File: src/rtl/blram_pkg.sv
// Shared types and defaults for the block-RAM copy engine and its address generators.
package blram_pkg;

    localparam int ADDR_LEN_DEF  = 14;
    localparam int MEM_DEPTH_DEF = 16384;
    localparam int WORD_W        = 32;

    typedef enum logic [2:0] {
        ST_IDLE = 3'd0,
        ST_RD   = 3'd1,
        ST_LAT  = 3'd2,
        ST_WR   = 3'd3,
        ST_DONE = 3'd4
    } state_t;

endpackage

File: src/rtl/blram_copy_addr_gen.sv
// Word-address walker for one side of a copy: loads base(+offset) and steps up or down by one,
// wrapping modulo 2**ADDR_LEN. o_addr is the address selected for this cycle's edge.
module blram_copy_addr_gen
    import blram_pkg::*;
#(
    parameter int ADDR_LEN = ADDR_LEN_DEF
) (
    input  logic                clk,
    input  logic                rst,
    input  logic                i_load,
    input  logic [ADDR_LEN-1:0] i_base,
    input  logic [ADDR_LEN-1:0] i_offset,
    input  logic                i_down,
    input  logic                i_step,
    output logic [ADDR_LEN-1:0] o_addr
);

    localparam logic [ADDR_LEN-1:0] L_ONE = {{(ADDR_LEN-1){1'b0}}, 1'b1};

    logic [ADDR_LEN-1:0] r_addr;
    logic                r_down;

    // Next address: a descending walk starts at the top of the block, so the offset applies only then.
    always_comb begin
        o_addr = r_addr;
        if (i_load) begin
            if (i_down) begin
                o_addr = i_base + i_offset;
            end else begin
                o_addr = i_base;
            end
        end else if (i_step) begin
            if (r_down) begin
                o_addr = r_addr - L_ONE;
            end else begin
                o_addr = r_addr + L_ONE;
            end
        end else begin
            o_addr = r_addr;
        end
    end

    // Current address and latched direction.
    always_ff @(posedge clk or negedge rst) begin
        if (!rst) begin
            r_addr <= {ADDR_LEN{1'b0}};
            r_down <= 1'b0;
        end else begin
            r_addr <= o_addr;
            if (i_load) begin
                r_down <= i_down;
            end else begin
                r_down <= r_down;
            end
        end
    end

endmodule

File: src/rtl/blram_copy_engine.sv
// memmove-style word copy engine mastering a single-port, 1-cycle-latency block RAM.
// Optional feature: define BLRAM_COPY_SUM_EN to add the o_sum checksum of written words.
module blram_copy_engine
    import blram_pkg::*;
#(
    parameter int ADDR_LEN  = ADDR_LEN_DEF,
    parameter int MEM_DEPTH = MEM_DEPTH_DEF
) (
    input  logic                clk,
    input  logic                rst,
    input  logic                i_start,
    input  logic [ADDR_LEN-1:0] i_src,
    input  logic [ADDR_LEN-1:0] i_dst,
    input  logic [ADDR_LEN:0]   i_len,
    output logic                o_busy,
    output logic                o_done,
    output logic                o_ram_we,
    output logic [ADDR_LEN-1:0] o_ram_addr,
    output logic [WORD_W-1:0]   o_ram_wdata,
`ifdef BLRAM_COPY_SUM_EN
    output logic [WORD_W-1:0]   o_sum,
`endif
    input  logic [WORD_W-1:0]   i_ram_rdata
);

    localparam logic [ADDR_LEN:0]   L_DEPTH   = MEM_DEPTH[ADDR_LEN:0];
    localparam logic [ADDR_LEN:0]   L_REM_ONE = {{ADDR_LEN{1'b0}}, 1'b1};
    localparam logic [ADDR_LEN-1:0] L_ONE     = {{(ADDR_LEN-1){1'b0}}, 1'b1};

    state_t              r_state;
    logic [ADDR_LEN:0]   r_rem;
    logic [ADDR_LEN:0]   w_len_eff;
    logic [ADDR_LEN-1:0] w_off;
    logic                w_down;
    logic                w_accept;
    logic                w_step;
    logic [ADDR_LEN-1:0] w_src_addr;
    logic [ADDR_LEN-1:0] w_dst_addr;

    // Length clamp to the RAM depth.
    always_comb begin
        if (i_len > L_DEPTH) begin
            w_len_eff = L_DEPTH;
        end else begin
            w_len_eff = i_len;
        end
    end

    // A full-depth length has zero low bits, so len-1 wraps to the last word as required.
    assign w_off    = w_len_eff[ADDR_LEN-1:0] - L_ONE;
    assign w_down   = (i_dst > i_src);
    assign w_accept = (r_state == ST_IDLE) && i_start;
    assign w_step   = (r_state == ST_WR);

    blram_copy_addr_gen #(.ADDR_LEN(ADDR_LEN)) u_src_gen (
        .clk      (clk),
        .rst      (rst),
        .i_load   (w_accept),
        .i_base   (i_src),
        .i_offset (w_off),
        .i_down   (w_down),
        .i_step   (w_step),
        .o_addr   (w_src_addr)
    );

    blram_copy_addr_gen #(.ADDR_LEN(ADDR_LEN)) u_dst_gen (
        .clk      (clk),
        .rst      (rst),
        .i_load   (w_accept),
        .i_base   (i_dst),
        .i_offset (w_off),
        .i_down   (w_down),
        .i_step   (w_step),
        .o_addr   (w_dst_addr)
    );

    // Copy sequencer with registered RAM-side and status outputs.
    always_ff @(posedge clk or negedge rst) begin
        if (!rst) begin
            r_state     <= ST_IDLE;
            r_rem       <= {(ADDR_LEN+1){1'b0}};
            o_busy      <= 1'b0;
            o_done      <= 1'b0;
            o_ram_we    <= 1'b0;
            o_ram_addr  <= {ADDR_LEN{1'b0}};
            o_ram_wdata <= {WORD_W{1'b0}};
        end else begin
            case (r_state)
                ST_IDLE: begin
                    o_done   <= 1'b0;
                    o_ram_we <= 1'b0;
                    if (i_start) begin
                        r_rem <= w_len_eff;
                        if (w_len_eff != {(ADDR_LEN+1){1'b0}}) begin
                            r_state    <= ST_RD;
                            o_busy     <= 1'b1;
                            o_ram_addr <= w_src_addr;
                        end else begin
                            r_state <= ST_DONE;
                            o_busy  <= 1'b0;
                            o_done  <= 1'b1;
                        end
                    end else begin
                        r_state <= ST_IDLE;
                    end
                end
                ST_RD: begin
                    r_state <= ST_LAT;
                end
                ST_LAT: begin
                    // Read data for the address held since RD is valid now.
                    r_state     <= ST_WR;
                    o_ram_addr  <= w_dst_addr;
                    o_ram_we    <= 1'b1;
                    o_ram_wdata <= i_ram_rdata;
                end
                ST_WR: begin
                    o_ram_we <= 1'b0;
                    r_rem    <= r_rem - L_REM_ONE;
                    if (r_rem == L_REM_ONE) begin
                        r_state <= ST_DONE;
                        o_busy  <= 1'b0;
                        o_done  <= 1'b1;
                    end else begin
                        r_state    <= ST_RD;
                        o_ram_addr <= w_src_addr;
                    end
                end
                ST_DONE: begin
                    o_done  <= 1'b0;
                    r_state <= ST_IDLE;
                end
                default: begin
                    r_state  <= ST_IDLE;
                    o_busy   <= 1'b0;
                    o_done   <= 1'b0;
                    o_ram_we <= 1'b0;
                end
            endcase
        end
    end

`ifdef BLRAM_COPY_SUM_EN
    // Running checksum of every word written; held from DONE until the next acceptance.
    always_ff @(posedge clk or negedge rst) begin
        if (!rst) begin
            o_sum <= {WORD_W{1'b0}};
        end else if (w_accept) begin
            o_sum <= {WORD_W{1'b0}};
        end else if (r_state == ST_WR) begin
            o_sum <= o_sum + o_ram_wdata;
        end else begin
            o_sum <= o_sum;
        end
    end
`endif

endmodule

File: config.mk
export PLATFORM = sky130hd
export DESIGN_NAME = blram_copy_engine
export DESIGN_NICKNAME = d
export VERILOG_FILES = /design/src/rtl/blram_pkg.sv /design/src/rtl/blram_copy_addr_gen.sv /design/src/rtl/blram_copy_engine.sv
export SDC_FILE = /design/constraint.sdc
export NUM_CORES = 1
export LEC_CHECK = 0
export ABC_AREA = 1
export ABC_CLOCK_PERIOD_IN_PS = 7600
export CAP_MARGIN = 40
export CORE_UTILIZATION = 59
export CTS_CLUSTER_SIZE = 10
export DETAILED_ROUTE_END_ITERATION = 8
export GPL_TIMING_DRIVEN = 0
export HOLD_SLACK_MARGIN = 0.15
export PLACE_DENSITY = 0.87
export SLEW_MARGIN = 10
export SYNTH_ARGS = -nofsm -noshare
export SYNTH_HDL_FRONTEND = slang
export SYNTH_SLANG_ARGS = --single-unit
export TNS_END_PERCENT = 1
File: constraint.sdc
create_clock -name clk -period 7.6 [get_ports clk]
set_input_delay 1.52 -clock clk [delete_from_list [all_inputs] [get_ports clk]]
set_output_delay 1.52 -clock clk [all_outputs]
set_load 0.005 [all_outputs]
* Word-level counts from Yosys, hierarchy flattened
Index checks and enable logic that the tools add are counted.
** Cells by class
- Muxes and demuxes :: 28
- Reduce and logical (&&, ||, !) cells :: 12
- Add/sub/neg operators :: 8
- Equal/unequal tests :: 9
- $lt $le $gt $ge :: 2
- Bitwise gates (word level) :: 2
** Operators with widths (number)
- two-way mux 14 bit :: 11
- one-hot mux 14 bit (3 select lines) :: 1
- subtractor 14 x 1 -> 14 bit (second input constant) :: 3
- two-way mux 15 bit :: 2
- one-hot mux 15 bit (2 select lines) :: 1
- adder 14 x 1 -> 14 bit (second input constant) :: 2
- adder 14 bit :: 2
- == test 15 x 1 -> 1 bit (second input constant) :: 1
- greater-than comparator 15 bit (second input constant) :: 1
- nonzero test 15 bit :: 1
- subtractor 15 x 1 -> 15 bit (second input constant) :: 1
- greater-than comparator 14 bit :: 1
- one-hot mux 3 bit (4 select lines) :: 1
- two-way mux 3 bit :: 3
- == test 3 x 2 -> 1 bit (second input constant) :: 2
- two-way mux 1 bit :: 6
- != test 2 bit (second input constant) :: 3
- one-hot mux 1 bit (3 select lines) :: 2
- AND reduction 2 bit :: 2
- AND reduction 4 bit :: 1
- OR reduction 2 bit :: 2
- == test 3 x 1 -> 1 bit (second input constant) :: 1
- == test 3 bit (second input constant) :: 1
- logical NOT 3 bit :: 1
- other kinds (8) :: 9
** Word-level totals
- Output and inout bits :: 49
- Input bits :: 78
- Flip-flop bits (word level) :: 96
- Logic and storage cells :: 71

* Longest topological paths before layout
- Depth after elaboration :: 9
- Depth in mapped cells :: 29
- Mapped depth without buffers :: 28

* Hierarchy
From an unflattened synthesis, not the netlist that was laid out.
** Second synthesis, totals
- Cell total of the unflattened synthesis :: 1374
- Area total of the unflattened synthesis :: 8774.7 um^2
** Modules (own cells, without submodules)
- blram_copy_addr_gen :: seq. area each 375.4 um^2, cells an instance 416, instances 2, area an instance 2393.5 um^2
- blram_copy_engine :: seq. area each 1676.6 um^2, cells an instance 542, instances 1, area an instance 3987.6 um^2

* Least setup slack after synthesis
Ideal clock, no wire load.
- Path type :: input port to flip-flop
- Start :: in i_len[12]
- End :: reg o_ram_addr[13]
- Path slack :: 3112 ps
- Stages on the path :: 23
- Buffers on the path :: 1
- Library setup time :: 117 ps
- Data required time :: 7483 ps
- Arrival time :: 4370 ps
- Cells stage by stage :: or2_1 nor2_1 nand2_1 nand2_4 buf_6 nand2_1 ha_1 nand2_1 inv_1 nand3_1 xor2_1 ha_1 a21oi_1 nor2_1 o21ai_0 o311ai_0 nor2_1 nand3b_1 nand4_1 nand3_1 nand3_1 nand3_1 nand2_1
** Between the ends
- Cells in the longest elaborated chain, start to end :: 9
- Elaborated cells on any way between the ends :: 16
- Those cells by class :: add/sub (3); order compare (1); eq/ne (1); mux (9); reduce/logical (2)
** Ends and longest elaborated chain
- start: declaration :: RTL line blram_copy_engine.sv:14 : input logic [ADDR_LEN:0] i_len,
- greater-than comparator 15 bit :: RTL line blram_copy_engine.sv:42 : if (i_len > L_DEPTH) begin
- two-way mux 15 bit (*) :: RTL line blram_copy_engine.sv:42
- subtractor 14 x 1 -> 14 bit :: RTL line blram_copy_engine.sv:50 : assign w_off = w_len_eff[ADDR_LEN-1:0] - L_ONE;
- adder 14 bit :: RTL line blram_copy_addr_gen.sv:28 : o_addr = i_base + i_offset;
- two-way mux 14 bit :: RTL line blram_copy_addr_gen.sv:27 : if (i_down) begin
- two-way mux 14 bit :: RTL line blram_copy_addr_gen.sv:26 : if (i_load) begin
- two-way mux 14 bit :: RTL line blram_copy_engine.sv:94 : if (w_len_eff != {(ADDR_LEN+1){1'b0}}) begin
- two-way mux 14 bit :: RTL line blram_copy_engine.sv:92 : if (i_start) begin
- one-hot mux 14 bit (3 select lines) :: RTL line blram_copy_engine.sv:88 : case (r_state)
- end signal: assignment :: RTL line blram_copy_engine.sv:85 : o_ram_addr <= {ADDR_LEN{1'b0}};
- end signal: assignment :: RTL line blram_copy_engine.sv:97 : o_ram_addr <= w_src_addr;
- end signal: assignment :: RTL line blram_copy_engine.sv:113 : o_ram_addr <= w_dst_addr;
- end: declaration :: RTL line blram_copy_engine.sv:18 : output logic [ADDR_LEN-1:0] o_ram_addr,
Mark *: on every way between the ends. The rest lies on a longest branch, timed or not. The select of a mux whose other input is x is not followed.
A chain may end at the register's enable or synchronous reset.

* Final worst setup path
Same ends and word-level chain as after synthesis.

==> metrics.yaml <==
yosysWarnings: 0
synth_top_area_share_pct: 30.6
wl_per_cell_um: 17.1
drt_iter0_markers: 651
dpl.cell_count: 1368
synthToLayoutAreaGrowth_pct: 23.5
power_density_mw_per_mm2: 404
timing.final.hold_violations: 0
dieWidth_um: 117
place.gp.congestion: 0.962
numCtsBuffers: 9
cts_resized: 0
fp-row-count: 41
drc: 0
cts_tree: "built"
power.leakage_nw: 4.73
postCtsSetupRepairBufs: 0
vias_per_cell: 5.81
dieArea_mm2: 0.0138
antenna-diode-count: 0
synth_cell_types: 54
layout_commonest_cell: "nand2_1"
dr.pass1.iters: 6
ir_drop_uv: 268
syn_inst: 1068
startpoint_type: "input port"
cts_buffer_depth: 2
end_kind: "flop"
hp-class: "reg2reg"
synth_top_flop_cell: "dfrtp_1"
cts.sinks: 96
die_h_um: 117
post_synth.cell_area_avg_um2: 7.36
holdBufCountCts: 0
cpLargestDelayFamily: "simple AND/OR/NAND/NOR gates"
clk_latency_ns: 0.35
drive_above_1_share_pct: 6.35
stdcell_count: 1384
worst_clock_skew_ns: 0.00396
path_max_fanout: 10
fin_util_pct: 75.7
max_stage_delay_ns: 0.55
syn_area_mm2: 0.00786
vias: 8043
min_period_ns: 5.71
ant_nets: 0
cp_num_buf_inv: 3
fmax_mhz: 175
setup_violations: 0
synth_edf_count: 0
antenna_found_initial: 0
htreeDepth: 3
rsz0062_at_grt: "false"
grt_pass1_wl_mm: 38.8
ioPinCount: 127
synth_nets: 1222
relSlewSlack_pct: 48.1
wl_mm: 23.7
initial_core_util_pct: 61.3
clock-root-buffer: "clkbuf_16"
outcome: "finished, final reports clean"
path_class: "in2reg"
async_reset_ff_share_pct: 100
yosysTopAreaCell: "dfrtp_1"
finalSetupTns_ns: 0
track_usage_pct: 35.5
finalCritPeriodShare_pct: 75.1
core_area_mm2: 0.0128
first_global_vias: 7872
final_nets: 1361
portBuffers: 126
ys_ff_latch: 96
mostFrequentLayoutCells: "295 x nand2_1, 125 x clkdlybuf4s50_1, 112 x inv_1, 96 x dfrtp_1, 87 x nor2_1"
worst-slew-pin-transition_ns: 0.774
crit_slowest_cell: "clkdlybuf4s50_1"
cts.clk_slew.worst_paths_ns: 0.07
grt_remaining_overflow: 0
synth_area_leaders: "dfrtp_1 31%, nand2_1 14%, ha_1 11%"
synth_seq_area_share_pct: 30.6
worstPathArrival_ns: 5.95
slew_viol_final: 0
place.detailed.hpwl_mm: 18.7
cp.required_ns: 7.84
grt_start_max_net_pins: 67
drv_cap: 0
fillerInstances: 1000
layout make-up:
| class | count | area, µm² | area share [%] |
|---|---|---|---|
| multi-input combinational | 825 | 4850 | 49.9 |
| sequential | 96 | 2400 | 24.8 |
| clock buffer | 10 | 239 | 2.46 |
| buffer | 27 | 150 | 1.55 |
| inverter | 120 | 460 | 4.75 |
| tap | 172 | 215 | 2.22 |
| clock inverter | 6 | 76.3 | 0.787 |
| timing repair buffer | 128 | 1310 | 13.5 |
worst min-delay path: stages (launching register included):
cell and delay (ns):
dfrtp_1 0.34, nand2_1 0.05, nand2_1 0.05
cell usage after synthesis (all sizes together), types with 6 or more instances:
master   instances
a21oi           73
a22oi            8
a31oi           11
buf             15
clkbuf          12
dfrtp           96
ha              72
inv            120
nand2          303
nand3           54
nand4           16
nor2            93
nor3            15
o2111ai          6
o211ai          15
o21ai           63
o21bai           7
o221ai          14
or2              6
xnor2           16
xor2            30
stage by stage:
stage | power [mW] | worst slack (ns) | instance area (µm²) | hold slack (ns)
after global routing | 4.24 | 1.61 | 9700 | 0.494
after CTS | 3.88 | 1.98 | 9700 | 0.475
after global placement | 3.29 | 1.46 | 9340 | 0.454
final | 3.92 | 1.89 | 9700 | 0.473
after detailed placement | 3.37 | 1.63 | 9390 | 0.457
after floorplan | 2.52 | 3.11 | 7860 | 0.465
power breakdown:
| group | switching, mW | total, mW | internal [mW] |
|---|---|---|---|
| sequential | 0.162 | 0.936 | 0.774 |
| combinational | 1.49 | 2.50 | 1.01 |
| clock | 0.213 | 0.483 | 0.269 |
| total | 1.87 | 3.92 | 2.05 |
registers in the layout, summed over array words and instances, names as in the netlist:
| name | count |
|---|---|
| o_ram_wdata | 32 |
| r_rem | 15 |
| o_ram_addr | 14 |
| u_dst_gen.r_addr | 14 |
| u_src_gen.r_addr | 14 |
| r_state | 3 |
| o_busy | 1 |
| o_done | 1 |
| o_ram_we | 1 |
| u_dst_gen.r_down | 1 |
metal layers:
layer	share of wire [%]	track usage [%]
met1	42	46.0
met2	47	57.4
met3	7.2	7.10
met4	3.8	15.7
met5	0	0
logic make-up after synthesis:
family,count (synthesis),share of synthesized area (%)
AOI/OAI and AO/OA,210,16.9
xor gates and xnor gates,46,5.13
adders and majority gates,76,12.5
buffers and inverters,147,7.77
DFF,96,30.6
and+or+nand+nor,493,27.2
final timing paths:
check	startpoint	to	slack, ns	depth (start not counted)
setup / recovery	i_len[12]	o_ram_addr[13]$_DFFE_PN0P_	1.89	25
hold / removal	o_ram_wdata[2]$_DFFE_PN0P_	o_ram_wdata[2]$_DFFE_PN0P_	0.47	2
setup reg to reg	u_dst_gen.r_down$_DFFE_PN0P_	o_ram_addr[8]$_DFFE_PN0P_	4.55	11
hold reg to reg	o_ram_wdata[2]$_DFFE_PN0P_	o_ram_wdata[2]$_DFFE_PN0P_	0.47	2
max in group asynchronous	rst	r_rem[12]$_DFFE_PN0P_	5.83	2
min in group asynchronous	rst	o_ram_addr[9]$_DFFE_PN0P_	1.11	1
Power figures use the tool's default switching activity.
